$ cat src/rtl/pc_gen_btb_pkg.sv
// Shared constants and helpers for the PC generator and its branch target buffer.
package pc_gen_btb_pkg;

    // Default reset address for the fetch PC.
    localparam logic [31:0] CpuResetAddr = 32'h0000_0000;

    // Hold level at or above which the PC is frozen.
    localparam logic [2:0]  Hold_Pc      = 3'd1;

    // 2-bit saturating direction counter encodings.
    typedef enum logic [1:0] {
        CTR_SNT = 2'b00,   // strongly not taken
        CTR_WNT = 2'b01,   // weakly not taken (reset value)
        CTR_WT  = 2'b10,   // weakly taken (allocation value)
        CTR_ST  = 2'b11    // strongly taken
    } ctr_e;

    // Saturating step of a direction counter towards the resolved outcome.
    function automatic ctr_e ctr_step(input ctr_e cur, input logic taken);
        ctr_e nxt;
        nxt = cur;
        case (cur)
            CTR_SNT: nxt = taken ? CTR_WNT : CTR_SNT;
            CTR_WNT: nxt = taken ? CTR_WT  : CTR_SNT;
            CTR_WT:  nxt = taken ? CTR_ST  : CTR_WNT;
            CTR_ST:  nxt = taken ? CTR_ST  : CTR_WT;
            default: nxt = CTR_WNT;
        endcase
        return nxt;
    endfunction

endpackage

$ cat src/rtl/pc_gen_btb_btb_dm.sv
// Direct-mapped BTB: per-entry valid/tag/target/counter, combinational read
// port on the fetch PC and a registered write port for branch resolutions.
module btb_dm
    import pc_gen_btb_pkg::*;
#(
    parameter int unsigned ADDR_W      = 32,
    parameter int unsigned BTB_ENTRIES = 16
) (
    input  logic              clk,
    input  logic              rst,
    input  logic [ADDR_W-1:0] rd_pc_i,
    output logic              pred_taken_o,
    output logic [ADDR_W-1:0] pred_target_o,
    input  logic              upd_valid_i,
    input  logic [ADDR_W-1:0] upd_pc_i,
    input  logic              upd_taken_i,
    input  logic [ADDR_W-1:0] upd_target_i
);

    localparam int unsigned IDX_W = $clog2(BTB_ENTRIES);
    localparam int unsigned TAG_W = ADDR_W - IDX_W - 2;

    logic              valid_q  [BTB_ENTRIES];
    ctr_e              ctr_q    [BTB_ENTRIES];
    logic [TAG_W-1:0]  tag_q    [BTB_ENTRIES];
    logic [ADDR_W-1:0] target_q [BTB_ENTRIES];

    logic [IDX_W-1:0]  rd_idx;
    logic [TAG_W-1:0]  rd_tag;
    logic              rd_hit;
    logic [IDX_W-1:0]  upd_idx;
    logic [TAG_W-1:0]  upd_tag;
    logic              upd_hit;
    logic              upd_alloc;
    logic              unused_lsbs;

    // Instruction-aligned PCs: the two byte-offset bits never take part.
    assign unused_lsbs = ^{rd_pc_i[1:0], upd_pc_i[1:0]};

    // Lookup on the current fetch PC; reads the stored state, never the update in flight.
    always_comb begin
        rd_idx        = rd_pc_i[IDX_W+1:2];
        rd_tag        = rd_pc_i[ADDR_W-1:IDX_W+2];
        rd_hit        = valid_q[rd_idx] && (tag_q[rd_idx] == rd_tag);
        pred_taken_o  = rd_hit && ctr_q[rd_idx][1];
        pred_target_o = pred_taken_o ? target_q[rd_idx] : '0;
    end

    // Classify the resolved branch: train an existing entry or allocate a new one.
    always_comb begin
        upd_idx   = upd_pc_i[IDX_W+1:2];
        upd_tag   = upd_pc_i[ADDR_W-1:IDX_W+2];
        upd_hit   = upd_valid_i && valid_q[upd_idx] && (tag_q[upd_idx] == upd_tag);
        upd_alloc = upd_valid_i && !upd_hit && upd_taken_i;
    end

    // Valid bits and direction counters; reset clears the table and beats any update.
    always_ff @(posedge clk) begin
        if (!rst) begin
            for (int i = 0; i < int'(BTB_ENTRIES); i++) begin
                valid_q[i] <= 1'b0;
                ctr_q[i]   <= CTR_WNT;
            end
        end else if (upd_hit) begin
            ctr_q[upd_idx] <= ctr_step(ctr_q[upd_idx], upd_taken_i);
        end else if (upd_alloc) begin
            valid_q[upd_idx] <= 1'b1;
            ctr_q[upd_idx]   <= CTR_WT;
        end
    end

    // Tag and target storage; no reset needed since valid bits qualify them.
    always_ff @(posedge clk) begin
        if (rst && (upd_alloc || (upd_hit && upd_taken_i))) begin
            tag_q[upd_idx]    <= upd_tag;
            target_q[upd_idx] <= upd_target_i;
        end
    end

endmodule

$ cat src/rtl/pc_gen_btb.sv
// Fetch PC generator: PC register plus next-PC priority mux fed by the BTB.
module pc_gen_btb
    import pc_gen_btb_pkg::*;
#(
    parameter int unsigned      ADDR_W        = 32,
    parameter logic [ADDR_W-1:0] RESET_ADDR   = ADDR_W'(CpuResetAddr),
    parameter int unsigned      BTB_ENTRIES   = 16,
    parameter int unsigned      INST_BYTES    = 4,
    parameter int unsigned      HOLD_W        = 3,
    parameter logic [HOLD_W-1:0] HOLD_PC_LEVEL = HOLD_W'(Hold_Pc)
) (
    input  logic              clk,
    input  logic              rst,
    input  logic              jtag_reset_flag_i,
    input  logic              jump_flag_i,
    input  logic [ADDR_W-1:0] jump_addr_i,
    input  logic [HOLD_W-1:0] hold_flag_i,
    input  logic              upd_valid_i,
    input  logic [ADDR_W-1:0] upd_pc_i,
    input  logic              upd_taken_i,
    input  logic [ADDR_W-1:0] upd_target_i,
    output logic [ADDR_W-1:0] pc_o,
    output logic              pred_taken_o,
    output logic [ADDR_W-1:0] pred_target_o
);

    logic [ADDR_W-1:0] pc_q;
    logic [ADDR_W-1:0] pc_d;

    btb_dm #(
        .ADDR_W      (ADDR_W),
        .BTB_ENTRIES (BTB_ENTRIES)
    ) u_btb (
        .clk           (clk),
        .rst           (rst),
        .rd_pc_i       (pc_q),
        .pred_taken_o  (pred_taken_o),
        .pred_target_o (pred_target_o),
        .upd_valid_i   (upd_valid_i),
        .upd_pc_i      (upd_pc_i),
        .upd_taken_i   (upd_taken_i),
        .upd_target_i  (upd_target_i)
    );

    // Next-PC selection: debug reset, then redirect, then hold, then prediction, then sequential.
    always_comb begin
        pc_d = pc_q + ADDR_W'(INST_BYTES);
        if (jtag_reset_flag_i) begin
            pc_d = RESET_ADDR;
        end else if (jump_flag_i) begin
            pc_d = jump_addr_i;
        end else if (hold_flag_i >= HOLD_PC_LEVEL) begin
            pc_d = pc_q;
        end else if (pred_taken_o) begin
            pc_d = pred_target_o;
        end
    end

    // Fetch PC register with synchronous active-low reset.
    always_ff @(posedge clk) begin
        if (!rst) begin
            pc_q <= RESET_ADDR;
        end else begin
            pc_q <= pc_d;
        end
    end

    assign pc_o = pc_q;

endmodule

$ cat config.mk
export PLATFORM = sky130hd
export DESIGN_NAME = pc_gen_btb
export DESIGN_NICKNAME = d
export VERILOG_FILES = /design/src/rtl/pc_gen_btb_pkg.sv /design/src/rtl/pc_gen_btb_btb_dm.sv /design/src/rtl/pc_gen_btb.sv
export SDC_FILE = /design/constraint.sdc
export NUM_CORES = 1
export LEC_CHECK = 0
export CORE_MARGIN = 4
export CORE_UTILIZATION = 55
export CTS_CLUSTER_DIAMETER = 150
export DETAILED_ROUTE_END_ITERATION = 8
export DONT_BUFFER_PORTS = 1
export MAX_ROUTING_LAYER = met4
export PLACE_DENSITY = 0.7
export SYNTH_ARGS = -nofsm -noshare
export SYNTH_HDL_FRONTEND = slang
export SYNTH_SLANG_ARGS = --single-unit
$ cat constraint.sdc
create_clock -name clk -period 14.55 [get_ports clk]
set_input_delay 2.1825 -clock clk [delete_from_list [all_inputs] [get_ports clk]]
set_output_delay 2.1825 -clock clk [all_outputs]
set_load 0.1 [all_outputs]
==> metrics.txt, run 1 <==
WP data arrival 7.12 ns; drt pass-1 iters 5; die width 292 um; via count 23,700; LEAKAGE around 15 nW; RSZ-0062 raised after global routing no; clock sinks between 1,000 and 1,500; Syn Nets 2,378; Synth Register Bits 1,012; pin count of the biggest net entering global routing 132; Hold Violations, Final 0; reg2reg end pc_o[13]; crit path kind reg2out; number of setup violations in the final report 0; post-route cell area 49,000 um^2; end of the critical path pred_target_o[31]; initial antenna violation count 3; Pint 4.88 mW; area grow syn2layout 10.5%; Port Buffers 0; Cells after Synth 2,272; Worst-Margin Slew 1.23 ns; Clock Tree Root clkbuf_16; Non-Filler Instances 3,412; Worst R2R Path Depth 12; area leader, netlist edfxtp_1; Die H 292 um; Critical Path Source Type flip-flop; crit path time final 9.30 ns; DRT iter0 DRCs about 3,000; Post-Syn Area 44,400 um^2; WL final roughly 120,000 um; R2R setup slack 8.45 ns; Metal-1 WL 44,700 um; Row Count 103; Yosys top cell area share 65.0%; RePlAce Congestion 0.888; Layout Skew between 0.03 and 0.04 ns; worst min-delay path category reg2reg; commonest non-fill, non-tap cell in the layout edfxtp_1; Logic pwr share under 10%; Met2 Wirelength 56,500 um; CTS clk-pin slew, worst paths 0.06 ns; setup tns final 0 ns; synthesis warning total 0; MaxCap Viol Count 0; status completed; initial core utilization 55.8%; Peak Freq 108 MHz; crit share post-route 63.9%; first-pass GRT wire length 169,000 um; placed inst area 45,600 um^2; via/cell ratio roughly 6.9; Sw Share 21.3%; Seq pwr share 52.3%; vias in the first global route 24,300; total CTS buffers 101; layout cells sized above 1 29.7%; GRT Overall Usage 28.1%; Clock Path Buffers 3; total core area 79,500 um^2; Placed Cells between 3,000 and 4,000; Max FO, Critical Path 47; dominant synthesized flop cell edfxtp_1; top post-synthesis cells by area edfxtp_1 (65%), mux4_2 (20%), dfxtp_1 (2.3%); post-CTS setup buffer count 0; I/O pin count 170; layout net count 2,382; aggregate global routing overflow 0; die footprint approximately 85,000 um^2; Psw 1.32 mW; Slew headroom 18.1%; PwrDens 126 nW/um^2; CTS tree built; post_cts resized 0; most frequent cells in the layout edfxtp_1 (960), mux4_2 (401), clkbuf_16 (101); Post-synth EDFFs 960; WP data required 12.37 ns; Async S/R FF share, synth 0%; distinct cell type count after synthesis 68; Slew Limit Fails 0; Clock power frac 42.3%; max layer used met4; HPWL Detailed 67,200 um; H-tree depth 3; DRC viols 0; register area share after synthesis 67.3%; clock latency on the worst-skew pair about 0.7 ns; Met3 Wirelength approximately 13,000 um; Syn Area/Cell a little under 20 um^2; CP Capture Type output port; peak supply drop roughly 120 uV; CTS Hold Bufs 0; post-route ant nets 0; wire per inst 34.2 um
-- cell usage after synthesis (18+ instances only) --
master,count
a21oi_1,18
buf_2,52
clkbuf_1,74
dfxtp_1,52
edfxtp_1,960
mux2i_1,78
mux4_2,401
nand2_1,77
nand3_1,33
nor2_1,41
nor2b_1,44
nor3_1,26
o211ai_1,23
o21ai_0,44
or3_1,36
xnor2_1,44
-- metrics by stage --
stage | power [mW] | hold WS [ns] | util (%) | setup WS (ns)
CTS | 6.23 | 0.476 | 61.7 | 5.11
finish | 6.20 | 0.483 | 61.7 | 5.25
global placement | 3.63 | 0.449 | 57.4 | 5.90
detailed placement | 3.64 | 0.463 | 57.4 | 5.81
global route | 6.38 | 0.510 | 61.7 | 4.87
floorplan | 3.56 | 0.436 | - | 6.78
-- state kept, by name, indices dropped and copies added, names as in the netlist, named ones only --
signal          count
u_btb.target_q    512
u_btb.valid_q      16
u_btb.ctr_q        32
u_btb.tag_q       416
pc_o               32
-- power groups by stage --
stage | Sequential (mW) | Combinational, mW | Clock, mW
2_1_floorplan | 3.31 | 0.251 | 0
3_3_place_gp | 3.30 | 0.328 | 0
3_5_place_dp | 3.30 | 0.332 | 0
5_1_grt | 3.24 | 0.349 | 2.79
6_report | 3.24 | 0.334 | 2.62
4_1_cts | 3.24 | 0.333 | 2.65
-- metal layers --
metal	vias up	track usage [%]
met5	-	-
met4	0	6.06
met3	168	7.30
met2	1396	43.4
met1	12600	38.5
li1	9571	-
-- worst min-delay path by stage --
| stage | from | to | slack, ns | cells past startpoint |
|---|---|---|---|---|
| 6_report | u_btb.valid_q[11] | u_btb.valid_q[11] | 0.48 | 2 |
| 5_1_grt | u_btb.valid_q[10] | u_btb.valid_q[10] | 0.51 | 2 |
| 4_1_cts | u_btb.valid_q[10] | u_btb.valid_q[10] | 0.48 | 2 |
| 3_5_place_dp | u_btb.valid_q[10] | u_btb.valid_q[10] | 0.46 | 2 |
| 3_3_place_gp | u_btb.valid_q[2] | u_btb.valid_q[2] | 0.45 | 2 |
| 2_1_floorplan | u_btb.valid_q[6] | u_btb.valid_q[6] | 0.44 | 2 |
-- critical path: stages (launching register included) --
cell and delay (ns):
dfxtp_4 0.79, buf_4 0.81, buf_4 0.70, mux4_2 0.59, mux2i_1 0.14, mux2i_1 0.27
xor2_1 0.25, or4bb_1 0.53, or3_1 0.35, or3_2 0.65, buf_4 0.39, nor2b_2 0.91
-- logic make-up (layout without fill, tap and decap cells) --
group                      count (synthesis)  after routing  share of synthesized area [%]
DFF                                     1012           1012                           67.3
muxes                                    489            489                           22.4
and+or+nand+nor                          356            356                           4.39
AOI/OAI and AO/OA                        181            181                           2.77
buffers and inverters                    171            260                           1.92
xor gates and xnor gates                  61             61                           1.20
adders and majority gates                  2              2                         0.0507
other                                      0              1                              0
-- layout make-up --
class	count	area (um^2)
fill	5418	30500
sequential	1012	29900
multi-input combinational	1089	13900
clock buffer	122	2660
tap	1050	1310
clock inverter	66	737
timing repair buffer	65	533
inverter	7	28.8
antenna	1	2.50
(Power assumes the default switching activity.)
==> run 2: changes to the inputs <==
==> constraint.sdc (replaced) <==
create_clock -name clk -period 8.9 [get_ports clk]
set_input_delay 1.335 -clock clk [delete_from_list [all_inputs] [get_ports clk]]
set_output_delay 1.335 -clock clk [all_outputs]
set_load 0.1 [all_outputs]
==> run 2 against run 1 <==
  * Sequential cell count unchanged
  * Sequential power increased by 64%
  * Sequential share of layout area increased by 0.072 points
  * Clock power increased by 60%
  * Critical endpoint is now pred_target_o[27]
  * Final cell count increased by 0.29%
  * Worst setup slack got worse by 3.9 ns
==> metrics.txt, run 2 (synthesized netlist as in run 1, its figures left out) <==
status completed; Row Count a little over 100; via/cell ratio 7.02; MaxCap Viol Count 0; DRC viols 0; PwrDens 205 nW/um^2; Setup WS pre-CTS 2.08 ns; via count 24,000; worst min-delay path category reg2reg; wire per inst between 30 and 40 um; largest reg by FF count u_btb.target_q; clock sinks roughly 1,000; Slew Limit Fails 0; DRT iter0 DRCs 3,191; GRT Overall Usage roughly 28%; worst path bufs/invs 2; WP data arrival 6.23 ns; die footprint 85,300 um^2; Tot Pwr 10.0 mW; crit share post-route 85.0%; max layer used met4; CP Capture Type output port; setup tns final 0 ns; H-tree depth 3; Non-Filler Instances 3,422; Top Registers u_btb.target_q (512), u_btb.tag_q (416); most frequent cells in the layout edfxtp_1 (960), mux4_2 (401), clkbuf_16 (102); crit path kind reg2out; CP delay by family, top simple AND/OR/NAND/NOR gates; post-route ant nets 0; Clock Tree Root clkbuf_16; peak supply drop around 190 uV; CTS tree built; critical path, cell by cell buf_4, mux4_2, a22oi_1, nand2_1, xor2_1, or4_1, or4_1, or3_2, buf_4, nor2b_2; drt pass-1 iters 8; I/O pin count 170; max reg flops between 500 and 600; layout net count between 2,000 and 2,500; HPWL Detailed 67,100 um; area grow syn2layout 10.4%; initial antenna violation count 4; Setup WS post-layout between 1 and 1.5 ns; Port Buffers 0; crit path time final 7.57 ns; Met2 Wirelength roughly 57,000 um; Slew headroom 17.0%; Peak Freq between 100 and 150 MHz; Worst-Margin Slew 1.25 ns; Worst path max stage delay approximately 0.93 ns; Fill cells around 5,400; worst hold margin between 0.4 and 0.5 ns; first-pass GRT wire length 171,000 um; die width between 200 and 300 um; Placed Cells 3,229; Clock Path Buffers 3; Layout Utilization 61.6%; CTS Hold Bufs 0; Metal-1 WL 44,500 um; WL final 118,000 um; total core area a little under 80,000 um^2; Max FO, Critical Path 43; total CTS buffers ~100; Crit-path slowest cell nor2b_2; Hold Violations, Final 0; clock latency on the worst-skew pair 0.69 ns; initial core utilization 55.8%; CTS clk-pin slew, worst paths 0.06 ns; WP data required 7.57 ns; LEAKAGE 14.9 nW; post_cts resized 0; layout cells sized above 1 29.4%; Die H roughly 290 um; Critical Path Source Type flip-flop; vias in the first global route 24,400; pin count of the biggest net entering global routing 121; Multi-input gate area 13,900 um^2; number of setup violations in the final report 0; post-CTS setup buffer count 0; RSZ-0062 raised after global routing no; aggregate global routing overflow 0; register area between 20,000 and 30,000 um^2; RePlAce Congestion slightly above 0.9; placed inst area 45,700 um^2; Met3 Wirelength 13,900 um; Layout Skew a little over 0.05 ns; post-route cell area 49,000 um^2; commonest non-fill, non-tap cell in the layout edfxtp_1
run 2: changes by cell type in the layout (fill, tap and decap cells not counted), sizes merged:
cell / delta
inv: +1
buf: +6
clkinv: -3
clkbuf: +6
bufinv: -3
diode: +3
run 2: final timing paths:
| kind | slack (ns) | cells past startpoint | endpoint | start |
|---|---|---|---|---|
| setup / recovery | 1.33 | 10 | pred_target_o[27] | flip-flop |
| hold / removal | 0.48 | 2 | u_btb.valid_q[15] | u_btb.valid_q[15] |
| setup reg to reg | 2.90 | 10 | flip-flop | flip-flop |
| hold reg to reg | 0.48 | 2 | u_btb.valid_q[15] | u_btb.valid_q[15] |
run 2: power breakdown:
part / switching [mW] / internal [mW] / leakage [nW]
Combinational: 0.292 / 0.254 / 4.20
Sequential: 0.0474 / 5.26 / 9.09
Clock: 1.82 / 2.36 / 1.58
Total: 2.16 / 7.87 / 14.9
run 2: worst register-to-register path, delay by kind of cell (launching register included):
kind,cells,cell delay [ns]
flip-flops,1,0.89
buffers and inverters,1,0.70
multiplexers,2,0.89
AND/OR/NAND/NOR,3,1.98
XOR/XNOR,1,0.23
AO/OA/AOI/OAI,3,1.17
run 2: cell type report:
cell class | instances | area share [%]
Sequential cell | 1012 | 61.0
Multi-Input combinational cell | 1089 | 28.3
Clock buffer | 128 | 5.41
Tap cell | 1050 | 2.68
Clock inverter | 61 | 1.29
Timing Repair Buffer | 71 | 1.18
Inverter | 7 | 0.0588
Antenna cell | 4 | 0.0204
run 2: metal layers:
metal  GRT usage [%]  vias to the layer above
li1                -                     9607
met1            38.9                    12700
met2            43.7                     1475
met3            7.70                      179
met4            6.31                        0
met5               -                        -
